[src/rtl/uart_mmio_ctrl.sv]
// uart_mmio_ctrl: MMIO bridge from core loads/stores to the UART
// TX/RX byte FIFOs and the cycle/instret counters.
module uart_mmio_ctrl #(
  parameter int AWIDTH     = 32,
  parameter int DWIDTH     = 32,
  parameter int FIFO_DEPTH = 4
) (
  input  logic              clk,
  input  logic              rst_n,
  input  logic [AWIDTH-1:0] addr_in,
  input  logic [DWIDTH-1:0] data_in,
  input  logic              we_in,
  input  logic              re_in,
  input  logic              inst_valid_in,
  output logic [DWIDTH-1:0] data_reg_out,
  output logic [7:0]        data_uart_tx_out,
  output logic              ctrl_uart_tx_valid_out,
  input  logic              ctrl_uart_tx_ready_in,
  input  logic [7:0]        data_uart_rx_in,
  input  logic              ctrl_uart_rx_valid_in,
  output logic              ctrl_uart_rx_ready_out
);
  localparam int PW = (FIFO_DEPTH > 1) ? $clog2(FIFO_DEPTH) : 1;
  localparam int CW = PW + 1;
  localparam logic [CW-1:0] FULL_CNT = CW'(FIFO_DEPTH);
  localparam logic [AWIDTH-1:0] A_STAT = AWIDTH'(32'h8000_0000);
  localparam logic [AWIDTH-1:0] A_RX   = AWIDTH'(32'h8000_0004);
  localparam logic [AWIDTH-1:0] A_TX   = AWIDTH'(32'h8000_0008);
  localparam logic [AWIDTH-1:0] A_CYC  = AWIDTH'(32'h8000_0010);
  localparam logic [AWIDTH-1:0] A_INST = AWIDTH'(32'h8000_0014);
  localparam logic [AWIDTH-1:0] A_CRST = AWIDTH'(32'h8000_0018);

  logic [7:0]        tx_mem_q [FIFO_DEPTH];
  logic [7:0]        tx_mem_d [FIFO_DEPTH];
  logic [7:0]        rx_mem_q [FIFO_DEPTH];
  logic [7:0]        rx_mem_d [FIFO_DEPTH];
  logic [PW-1:0]     tx_wp_q, tx_wp_d, tx_rp_q, tx_rp_d;
  logic [PW-1:0]     rx_wp_q, rx_wp_d, rx_rp_q, rx_rp_d;
  logic [CW-1:0]     tx_cnt_q, tx_cnt_d, rx_cnt_q, rx_cnt_d;
  logic              tx_drop_q, tx_drop_d;
  logic [31:0]       cyc_q, cyc_d, inst_q, inst_d;
  logic [DWIDTH-1:0] data_reg_q, data_reg_d;
  logic [DWIDTH-1:0] rdata;

  logic sel_stat, sel_rx, sel_tx, sel_cyc, sel_inst, sel_crst;
  logic tx_full, tx_empty, rx_full, rx_empty;
  logic tx_push, tx_pop, rx_push, rx_pop, drop_set, drop_clr;
  logic [3:0] status;
  logic unused_data;

  assign sel_stat = addr_in == A_STAT;
  assign sel_rx   = addr_in == A_RX;
  assign sel_tx   = addr_in == A_TX;
  assign sel_cyc  = addr_in == A_CYC;
  assign sel_inst = addr_in == A_INST;
  assign sel_crst = addr_in == A_CRST;

  assign tx_full  = tx_cnt_q == FULL_CNT;
  assign tx_empty = tx_cnt_q == '0;
  assign rx_full  = rx_cnt_q == FULL_CNT;
  assign rx_empty = rx_cnt_q == '0;

  // Push/pop qualifiers; fullness always judged on pre-edge counts.
  assign tx_push  = we_in && sel_tx && !tx_full;
  assign drop_set = we_in && sel_tx && tx_full;
  assign drop_clr = we_in && sel_stat && data_in[2];
  assign tx_pop   = !tx_empty && ctrl_uart_tx_ready_in;
  assign rx_push  = ctrl_uart_rx_valid_in && !rx_full;
  assign rx_pop   = re_in && sel_rx && !rx_empty;

  assign status = {tx_empty, tx_drop_q, !rx_empty, !tx_full};
  assign unused_data = ^data_in;

  assign ctrl_uart_tx_valid_out = !tx_empty;
  assign ctrl_uart_rx_ready_out = !rx_full;
  assign data_uart_tx_out       = tx_mem_q[tx_rp_q];
  assign data_reg_out           = data_reg_q;

  // Next-state for both FIFOs, sticky drop flag and counters.
  always_comb begin
    tx_mem_d = tx_mem_q;
    rx_mem_d = rx_mem_q;
    if (tx_push) tx_mem_d[tx_wp_q] = data_in[7:0];
    if (rx_push) rx_mem_d[rx_wp_q] = data_uart_rx_in;
    tx_wp_d  = tx_wp_q + PW'(tx_push);
    tx_rp_d  = tx_rp_q + PW'(tx_pop);
    rx_wp_d  = rx_wp_q + PW'(rx_push);
    rx_rp_d  = rx_rp_q + PW'(rx_pop);
    tx_cnt_d = tx_cnt_q + CW'(tx_push) - CW'(tx_pop);
    rx_cnt_d = rx_cnt_q + CW'(rx_push) - CW'(rx_pop);
    tx_drop_d = drop_set ? 1'b1 : (drop_clr ? 1'b0 : tx_drop_q);
    cyc_d  = cyc_q + 32'd1;
    inst_d = inst_q + {31'd0, inst_valid_in};
    if (we_in && sel_crst) begin
      cyc_d  = '0;
      inst_d = '0;
    end
  end

  // Load data mux, captured on re_in and held otherwise.
  always_comb begin
    rdata = '0;
    unique case (1'b1)
      sel_stat: rdata = DWIDTH'(status);
      sel_rx:   rdata = rx_empty ? '0 : DWIDTH'(rx_mem_q[rx_rp_q]);
      sel_cyc:  rdata = DWIDTH'(cyc_q);
      sel_inst: rdata = DWIDTH'(inst_q);
      default:  rdata = '0;
    endcase
    data_reg_d = re_in ? rdata : data_reg_q;
  end

  // State registers; reset flushes FIFOs and clears everything.
  always_ff @(posedge clk or negedge rst_n) begin
    if (!rst_n) begin
      for (int i = 0; i < FIFO_DEPTH; i++) begin
        tx_mem_q[i] <= '0;
        rx_mem_q[i] <= '0;
      end
      tx_wp_q    <= '0;
      tx_rp_q    <= '0;
      rx_wp_q    <= '0;
      rx_rp_q    <= '0;
      tx_cnt_q   <= '0;
      rx_cnt_q   <= '0;
      tx_drop_q  <= 1'b0;
      cyc_q      <= '0;
      inst_q     <= '0;
      data_reg_q <= '0;
    end else begin
      tx_mem_q   <= tx_mem_d;
      rx_mem_q   <= rx_mem_d;
      tx_wp_q    <= tx_wp_d;
      tx_rp_q    <= tx_rp_d;
      rx_wp_q    <= rx_wp_d;
      rx_rp_q    <= rx_rp_d;
      tx_cnt_q   <= tx_cnt_d;
      rx_cnt_q   <= rx_cnt_d;
      tx_drop_q  <= tx_drop_d;
      cyc_q      <= cyc_d;
      inst_q     <= inst_d;
      data_reg_q <= data_reg_d;
    end
  end
endmodule

[config.mk]
export PLATFORM = sky130hd
export DESIGN_NAME = uart_mmio_ctrl
export DESIGN_NICKNAME = d
export VERILOG_FILES = /design/src/rtl/uart_mmio_ctrl.sv
export SDC_FILE = /design/constraint.sdc
export NUM_CORES = 1
export LEC_CHECK = 0
export CORE_UTILIZATION = 59
export CTS_CLUSTER_DIAMETER = 60
export DETAILED_ROUTE_END_ITERATION = 10
export GPL_TIMING_DRIVEN = 0
export PLACE_DENSITY = 0.91
export SYNTH_ARGS = -nofsm -noshare
export SYNTH_HDL_FRONTEND = slang
export SYNTH_SLANG_ARGS = --single-unit
[constraint.sdc]
create_clock -name clk -period 4.32 [get_ports clk]
set_clock_uncertainty 0.05 [all_clocks]
set_input_delay 0.864 -clock clk [delete_from_list [all_inputs] [get_ports clk]]
set_output_delay 0.864 -clock clk [all_outputs]
set_load 0.02 [all_outputs]
==> results.yml, run 1 <==
placement:
  port_buffers: 95
  dp_hpwl_mm: 13.59
  gp_congestion: 0.8528
worst_setup_path:
  worstSetupPathType: "input port to flop"
  start_kind: "input port"
  end_kind: "flop"
  worstPathArrival_ns: 4.16
  required_ns: 4.63
  rr_worst_depth: 11
  path_max_fanout: 10
cts:
  clk_latency_ns: 0.44
  cts_htree_levels: 4
  cts_resized: 0
  clk_pin_slew_worst_paths_ns: 0.06
  cts_max_path_buffers: 2
  cts_sinks: 175
  cts_hold_buffers: 0
  cts_tree: "built"
  cts_setup_buffers: 0
  cts_buffers: 17
  root_buffer: "clkbuf_16"
cells_and_area:
  drive_above_1_share_pct: 15.32
  area_delta_synth_final_pct: 22.48
  final_core_util_pct: 75.18
  diodes: 0
  final_cell_mix: "175 x dfrtp_1, 94 x clkdlybuf4s50_1, 73 x nor2_1, 69 x mux2_2, 47 x nand2_1"
  nFillCells: 792
  final-seq-area_mm2: 0.004379
  fin_nets: 909
  final_common_cell: "dfrtp_1"
  multi_input_area_mm2: 0.003686
synthesis:
  synth_cell_types: 44
  syn-mean-instance-area_um2: 11.70
  netlist_area_mm2: 0.008225
  synth_top_area_cell: "dfrtp_1"
  synthTopCellsByArea: "dfrtp_1 53%, mux2_2 9.4%, xor2_1 4.9%"
  postSynthCellCount: 703
  yosys_warnings: 0
  ys.flop_type: "dfrtp_1"
  synthArstFlopShare_pct: 100.0
  synth_edf_count: 0
  synth_seq_cells: 175
  netlist.area_leader.share_pct: 53.24
  syn-num-nets: 793
  synth-seq-area-share_pct: 53.24
floorplan:
  pin_count: 121
  dieArea_mm2: 0.01442
  rows: 42
  chipWidth_um: 120.1
  core_mm2: 0.01340
  initial_core_util_pct: 61.38
  die_h_um: 120.1
detailed_routing:
  wl_per_cell_um: 19.86
  viasPerCell: 6.203
  routed_wl_mm: 19.96
  postRouteAntennaNets: 0
  drc_errors: 0
  drt-initial-drc-count: 557
  vias: 6234
  drt_pass1_iterations: 5
power_and_ir_drop:
  p_per_area_mw_per_mm2: 425.2
  vdd_drop_max_mv: 0.3906
  p_leak_nw: 4.320
  total_power_mw: 4.284
worst_hold_path:
  hold_path.class: "input port to async pin"
sta:
  maxSlewHeadroom_pct: 10.02
  setup_violations: 0
  clock.fmax_mhz: 260.1
  period_share_pct: 89.01
  slew_viol_final: 0
  worstMarginPinSlew_ns: 1.339
  rsz0062_at_grt: "false"
  hold_viol: 0
  finalCriticalPeriod_ns: 3.845
global_route:
  antenna_found_initial: 0
  grt_use_total_pct: 29.84
  grt_overflow_total: 0
  grt_pass1_vias: 6527
  grt_pass1_wl_mm: 32.93
  grt_max_degree: 110
run_status:
  status: "completed"
job:
  maxCapViolations: 0
-- flip-flops by register name (all words and copies together) (netlist names) --
name          count
cyc_q            32
data_reg_out     32
inst_q           32
rx_mem_q         32
tx_mem_q         32
rx_cnt_q          3
tx_cnt_q          3
rx_rp_q           2
rx_wp_q           2
tx_rp_q           2
tx_wp_q           2
tx_drop_q         1
-- synthesized netlist by cell type (all sizes together), types with 16 or more instances --
master / n
xnor2: 21
clkbuf: 29
a22oi: 28
nand3: 33
xor2: 46
o21ai: 27
dfrtp: 175
mux2: 69
mux4: 16
nand2: 47
nand4: 33
nor2: 73
-- metal layers --
metal,global-route usage [%],up-vias,routed length (um)
li1,-,2775,-
met1,37.11,3136,8007
met2,49.82,266,10150
met3,7.082,57,1199
met4,12.81,0,607
met5,0,-,0
-- worst max-delay path: stages --
cell and delay [ns]:
clkdlybuf4s50_1 0.62, nor4b_2 0.76, and3_1 0.25, clkbuf_1 0.37, nand3_1 0.24, xnor2_1 0.18, ha_1 0.19, fa_1 0.38
xnor2_1 0.18, xnor2_1 0.13
-- final timing paths --
| check | from | to | slack, ns |
|---|---|---|---|
| min in group clk | data_reg_out[23] | data_reg_out[23] | 0.44 |
| setup reg to reg | tx_cnt_q[2] | tx_cnt_q[2] | 1.51 |
| setup / recovery | addr_in[2] | rx_cnt_q[2] | 0.47 |
| max in group asynchronous | rst_n | cyc_q[2] | 3.02 |
| hold / removal | rst_n | tx_mem_q[0] | 0.32 |
| hold reg to reg | data_reg_out[23] | data_reg_out[23] | 0.44 |
-- cells by family after synthesis --
family          synth area share (%)
simple gates                   15.58
flops                          53.24
mux                            14.07
compound gates                 6.024
xor+xnor                       7.134
buf+inv                        2.099
fa+ha+maj                      1.856
-- final cells by class --
class                           count  area share, %
Timing Repair Buffer               97          9.811
Multi-Input combinational cell    486          36.59
Inverter                           10         0.3726
Clock inverter                      6          1.292
Tap cell                          176          2.186
Sequential cell                   175          43.47
Clock buffer                       23          4.943
Buffer                             32          1.341
-- per-stage QoR --
step	cells	setup WS, ns	setup TNS (ns)	hold WS, ns	instance area (um2)
floorplan	703	0.9479	0	0.4239	8225
global placement	974	-4.217	-736.50	0.4220	9397
detailed placement	975	0.07864	0	0.4226	9442
CTS	1004	0.4887	0	0.3341	10070
global route	1005	0.2726	0	0.3435	10070
finish	1005	0.4750	0	0.3180	10070
-- where the power goes --
| part | internal [mW] | switching (mW) | total, mW |
|---|---|---|---|
| Clock | 1.03 | 0.613 | 1.65 |
| Sequential | 1.86 | 0.144 | 2.00 |
| Combinational | 0.357 | 0.280 | 0.637 |
| Total | 3.25 | 1.04 | 4.28 |
Note: power is estimated with default switching activity, not from simulation.
==> inputs of run 2 (changes only) <==
Settings changed: CTS_BUF_LIST from default to sky130_fd_sc_hd__clkbuf_16, CTS_CLUSTER_SIZE from default to 12.
==> run 2 against run 1 <==
  * Fmax decreased by 1.2%
  * Global-route usage up 0.086 points
  * Sequential share of layout area is 0.22 points higher
  * Count of clock-buffer cells in the layout decreased by 6
  * Critical endpoint unchanged
  * Largest cell class unchanged
==> results.yml, run 2 (synthesized netlist as in run 1, its figures left out) <==
run_status:
  status: "completed"
global_route:
  grt_max_degree: 110
  grt_use_total_pct: 29.93
  grt_pass1_wl_mm: 32.91
  grt_pass1_vias: 6524
  grt_overflow_total: 0
  antenna_found_initial: 0
sta:
  slew_viol_final: 0
  finalCriticalPeriod_ns: 3.893
  whs_ns: 0.3157
  worstMarginPinSlew_ns: 1.387
  period_share_pct: 90.12
  fin_tns_setup_ns: 0
  hold_viol: 0
  rsz0062_at_grt: "false"
  clock.fmax_mhz: 256.9
  setup_violations: 0
  maxSlewHeadroom_pct: 6.823
worst_setup_path:
  rr_worst_depth: 11
  worstPathArrival_ns: 4.21
  path_max_fanout: 10
  end_kind: "flop"
  start_kind: "input port"
  worstSetupPathType: "input port to flop"
  required_ns: 4.63
cts:
  cts_sinks: 175
  cts_max_path_buffers: 2
  cts_setup_buffers: 0
  cts_htree_levels: 4
  clk_latency_ns: 0.44
  cts_buffers: 17
  root_buffer: "clkbuf_16"
  clk_pin_slew_worst_paths_ns: 0.06
  cts_resized: 0
  cts_tree: "built"
  cts_hold_buffers: 0
floorplan:
  chipWidth_um: 120.1
  rows: 42
  pin_count: 121
  initial_core_util_pct: 61.38
  dieArea_mm2: 0.01442
  die_h_um: 120.1
  core_mm2: 0.01340
job:
  maxCapViolations: 0
detailed_routing:
  routed_wl_mm: 20.12
  drt-initial-drc-count: 585
  viasPerCell: 6.236
  wl_per_cell_um: 20.02
  postRouteAntennaNets: 0
  drc_errors: 0
  vias: 6267
  drt_pass1_iterations: 8
cells_and_area:
  area_delta_synth_final_pct: 21.87
  final_core_util_pct: 74.81
  fin_nets: 909
  drive_above_1_share_pct: 14.72
  final_cell_mix: "175 x dfrtp_1, 94 x clkdlybuf4s50_1, 73 x nor2_1, 69 x mux2_2, 47 x nand2_1"
  diodes: 0
  final_common_cell: "dfrtp_1"
  final_area_mm2: 0.01002
power_and_ir_drop:
  share_comb_of_total_power_pct: 15.3
  seqPwrFrac_pct: 47.8
  p_leak_nw: 4.296
  p_per_area_mw_per_mm2: 418.3
  vdd_drop_max_mv: 0.3467
  clkPwrFrac_pct: 36.8
  internal_power_mw: 3.155
  switching_share_pct: 24.78
  p_sw_mw: 1.039
placement:
  placed_area_mm2: 0.009442
  dp_hpwl_mm: 13.59
  gp_congestion: 0.8528
  port_buffers: 95
worst_hold_path:
  hold_path.class: "input port to async pin"
## run 2: cell types whose count changed in the layout (fill, tap and decap cells not counted), sizes merged
cell / previous run / this run
clkinv: 3 / 8
inv: 9 / 10
clkbuf: 53 / 47
## run 2: worst max-delay path: stages
cell and delay, ns:
clkdlybuf4s50_1 0.62, nor4b_2 0.75, and3_1 0.25, clkbuf_1 0.37, nand3_1 0.25, xnor2_1 0.18
ha_1 0.19, fa_1 0.38, xnor2_1 0.21, xnor2_1 0.14
## run 2: stage by stage
| stage | std cells | setup WS, ns | power [mW] |
|---|---|---|---|
| 6_report | 1005 | 0.4267 | 4.194 |
| 5_1_grt | 1005 | 0.2033 | 4.340 |
| 4_1_cts | 1004 | 0.4383 | 4.200 |
| 3_5_place_dp | 975 | 0.07864 | 2.660 |
| 3_3_place_gp | 974 | -4.217 | 2.585 |
| 2_1_floorplan | 703 | 0.9479 | 2.411 |
## run 2: path summary, 6_finish.rpt
check                                  from               end  slack, ns
setup / recovery                 addr_in[2]       rx_cnt_q[2]       0.43
hold / removal                        rst_n       tx_mem_q[0]       0.32
setup reg to reg                tx_cnt_q[2]       tx_cnt_q[2]       1.52
hold reg to reg            data_reg_out[23]  data_reg_out[23]       0.44
max in group asynchronous             rst_n        inst_q[26]       3.02
min in group clk           data_reg_out[23]  data_reg_out[23]       0.44
## run 2: layer usage
metal | GRT usage [%] | vias to the layer above | share of wire, %
met5 | 0 | - | 0
met4 | 14.37 | 0 | 2.9
met3 | 6.559 | 57 | 6.2
met2 | 50.18 | 280 | 51
met1 | 36.77 | 3164 | 40
li1 | - | 2766 | -
## run 2: cell type report
type	instances	area [um2]
sequential	175	4379
clock buffer	17	425.4
fill	811	3376
inverter	10	37.54
multi-input combinational	486	3686
buffer	32	135.1
timing repair buffer	97	988.4
tap	176	220.2
clock inverter	12	152.6
## run 2: power groups by stage
stage	clock, mW	sequential (mW)	combinational [mW]
2_1_floorplan	0	1.97	0.440
3_3_place_gp	0	2.00	0.588
3_5_place_dp	0	2.02	0.636
4_1_cts	1.56	2.00	0.645
5_1_grt	1.62	2.02	0.697
6_report	1.54	2.01	0.644
==> inputs of run 3 (changes only) <==
Settings changed: CAP_MARGIN from default to 40, CORE_UTILIZATION 59 to 61, CTS_BUF_LIST sky130_fd_sc_hd__clkbuf_16 to sky130_fd_sc_hd__clkbuf_4 sky130_fd_sc_hd__clkbuf_8, PLACE_DENSITY 0.91 to 0.93.
==> run 3 against run 2 <==
  * Flip-flop and latch count unchanged
  * Via count decreased by 0.18%
  * Routed wire length down 1.9%
  * Critical path depth unchanged
  * Global-route usage increased by 0.53 points
  * Count of clock-buffer cells in the layout up 4
  * Register-to-register slack got worse by 0.03 ns
  * Die area down 3.2%
  * Hold slack better by 0.081 ns
  * Fmax increased by 0.23%
  * Clock power fell by 33%
  * Combinational power hardly changed
==> results.yml, run 3 (synthesized netlist as in run 1, its figures left out) <==
power_and_ir_drop:
  seqPwrFrac_pct: 54.4
  total_power_mw: 3.686
  internal_power_mw: 2.702
  share_comb_of_total_power_pct: 17.5
  clkPwrFrac_pct: 28.1
  p_leak_nw: 4.208
  switching_share_pct: 26.69
  vdd_drop_max_mv: 0.3300
  p_sw_uw: 983.9
  p_per_area_mw_per_mm2: 375.1
detailed_routing:
  vias: 6256
  viasPerCell: 6.206
  routed-wl-met3_mm: 1.216
  drt-initial-drc-count: 478
  dr.max_layer_used: "met4"
  wl_per_cell_um: 19.58
  drt_pass1_iterations: 6
  met2WireLength_mm: 10.09
  drc_errors: 0
  postRouteAntennaNets: 0
  routed_wl_mm: 19.73
  met1_length_mm: 7.777
cts:
  cts_max_path_buffers: 2
  cts_sinks: 175
  clk_pin_slew_worst_paths_ns: 0.08
  cts_resized: 0
  cts_tree: "built"
  root_buffer: "clkbuf_8"
  clk_latency_ns: 0.45
  cts_buffers: 17
  cts_setup_buffers: 0
  cts_hold_buffers: 0
  cts_htree_levels: 4
sta:
  final.setup.worst_slack_ns: 0.4357
  hold_viol: 0
  slew_viol_final: 0
  worstMarginPinSlew_ns: 0.8953
  setup_violations: 0
  clock.fmax_mhz: 257.4
  finalCriticalPeriod_ns: 3.884
  rsz0062_at_grt: "false"
  period_share_pct: 89.91
  maxSlewHeadroom_pct: 40.16
floorplan:
  core_mm2: 0.01319
  rows: 42
  die_h_um: 118.1
  dieArea_mm2: 0.01395
  chipWidth_um: 118.1
  pin_count: 121
  initial_core_util_pct: 62.36
cells_and_area:
  multi_input_area_mm2: 0.003686
  final_area_mm2: 0.009826
  final_cell_mix: "175 x dfrtp_1, 94 x clkdlybuf4s50_1, 73 x nor2_1, 69 x mux2_2, 47 x nand2_1"
  stdcell_count: 1008
  area_delta_synth_final_pct: 19.46
  final-seq-area_mm2: 0.004379
  nFillCells: 851
  final_common_cell: "dfrtp_1"
  fin_nets: 913
  final_core_util_pct: 74.49
  drive_above_1_share_pct: 15.75
  diodes: 0
worst_setup_path:
  path_max_fanout: 10
  crit_start: "addr_in[2]"
  start_kind: "input port"
  cp-endpoint: "rx_cnt_q[2]"
  regToRegStartpoint: "tx_cnt_q[2]"
  crit_top_cell: "xnor2_1"
  regToRegSetupSlack_ns: 1.49
  cpPeakStageDelay_ns: 0.78
  worstPathArrival_ns: 4.21
  worstSetupPathType: "input port to flop"
  end_kind: "flop"
  cp_slowest_cell: "nor4b_2"
  worstPathCellList: "clkdlybuf4s50_1 -> nor4b_2 -> and3_1 -> clkbuf_1 -> nand3_1 -> xnor2_1 -> ha_1 -> fa_1 -> xnor2_1 -> xnor2_1"
  path_depth: 10
  critPathTopFamily: "simple AND/OR/NAND/NOR gates"
  required_ns: 4.64
  rr_worst_depth: 11
  rr_endpoint: "tx_cnt_q[2]"
  path_buf_inv: 2
job:
  maxCapViolations: 0
placement:
  placed_area_mm2: 0.009478
  gp_congestion: 0.8309
  port_buffers: 95
  dp_hpwl_mm: 14.06
  dp.cells: 980
  dpl_worst_slack_ns: 0.01942
global_route:
  grt_max_degree: 106
  grt_pass1_vias: 6672
  grt_use_total_pct: 30.46
  grt_overflow_total: 0
  antenna_found_initial: 0
  grt_pass1_wl_mm: 32.98
run_status:
  status: "completed"
worst_hold_path:
  hold_path.class: "input port to async pin"
## run 3: final cells by class
| cell class | instances | area share, % |
|---|---|---|
| Tap cell | 176 | 2.241 |
| Multi-Input combinational cell | 486 | 37.51 |
| Buffer | 32 | 1.375 |
| Timing Repair Buffer | 101 | 10.38 |
| Clock buffer | 21 | 2.878 |
| Inverter | 10 | 0.3820 |
| Sequential cell | 175 | 44.57 |
| Clock inverter | 7 | 0.6622 |
## run 3: worst min-delay path by stage
stage	endpoint	slack, ns	cells past startpoint
final	data_reg_out[17]	0.40	1
after global routing	inst_q[17]	0.46	1
after CTS	data_reg_out[17]	0.43	1
after detailed placement	data_reg_out[21]	0.42	2
after global placement	data_reg_out[20]	0.42	2
after floorplan	rx_mem_q[10]	0.42	1
## run 3: per-stage QoR
| stage | hold WS [ns] | setup TNS (ns) |
|---|---|---|
| global placement | 0.4211 | -728.74 |
| detailed placement | 0.4229 | 0 |
| floorplan | 0.4239 | 0 |
| global route | 0.4556 | 0 |
| finish | 0.3967 | 0 |
| CTS | 0.4275 | 0 |
## run 3: power groups by stage
stage | Sequential, mW | Combinational (mW) | Clock [mW]
6_report | 2.01 | 0.645 | 1.03
5_1_grt | 2.02 | 0.703 | 1.11
2_1_floorplan | 1.97 | 0.440 | 0
4_1_cts | 2.00 | 0.649 | 1.05
3_5_place_dp | 2.03 | 0.644 | 0
3_3_place_gp | 2.00 | 0.587 | 0
## run 3: routing by layer
layer  track usage, %  vias to the layer above
li1                 -                     2769
met1            36.92                     3156
met2            51.65                      266
met3            7.171                       65
met4            14.10                        0
met5                0                        -
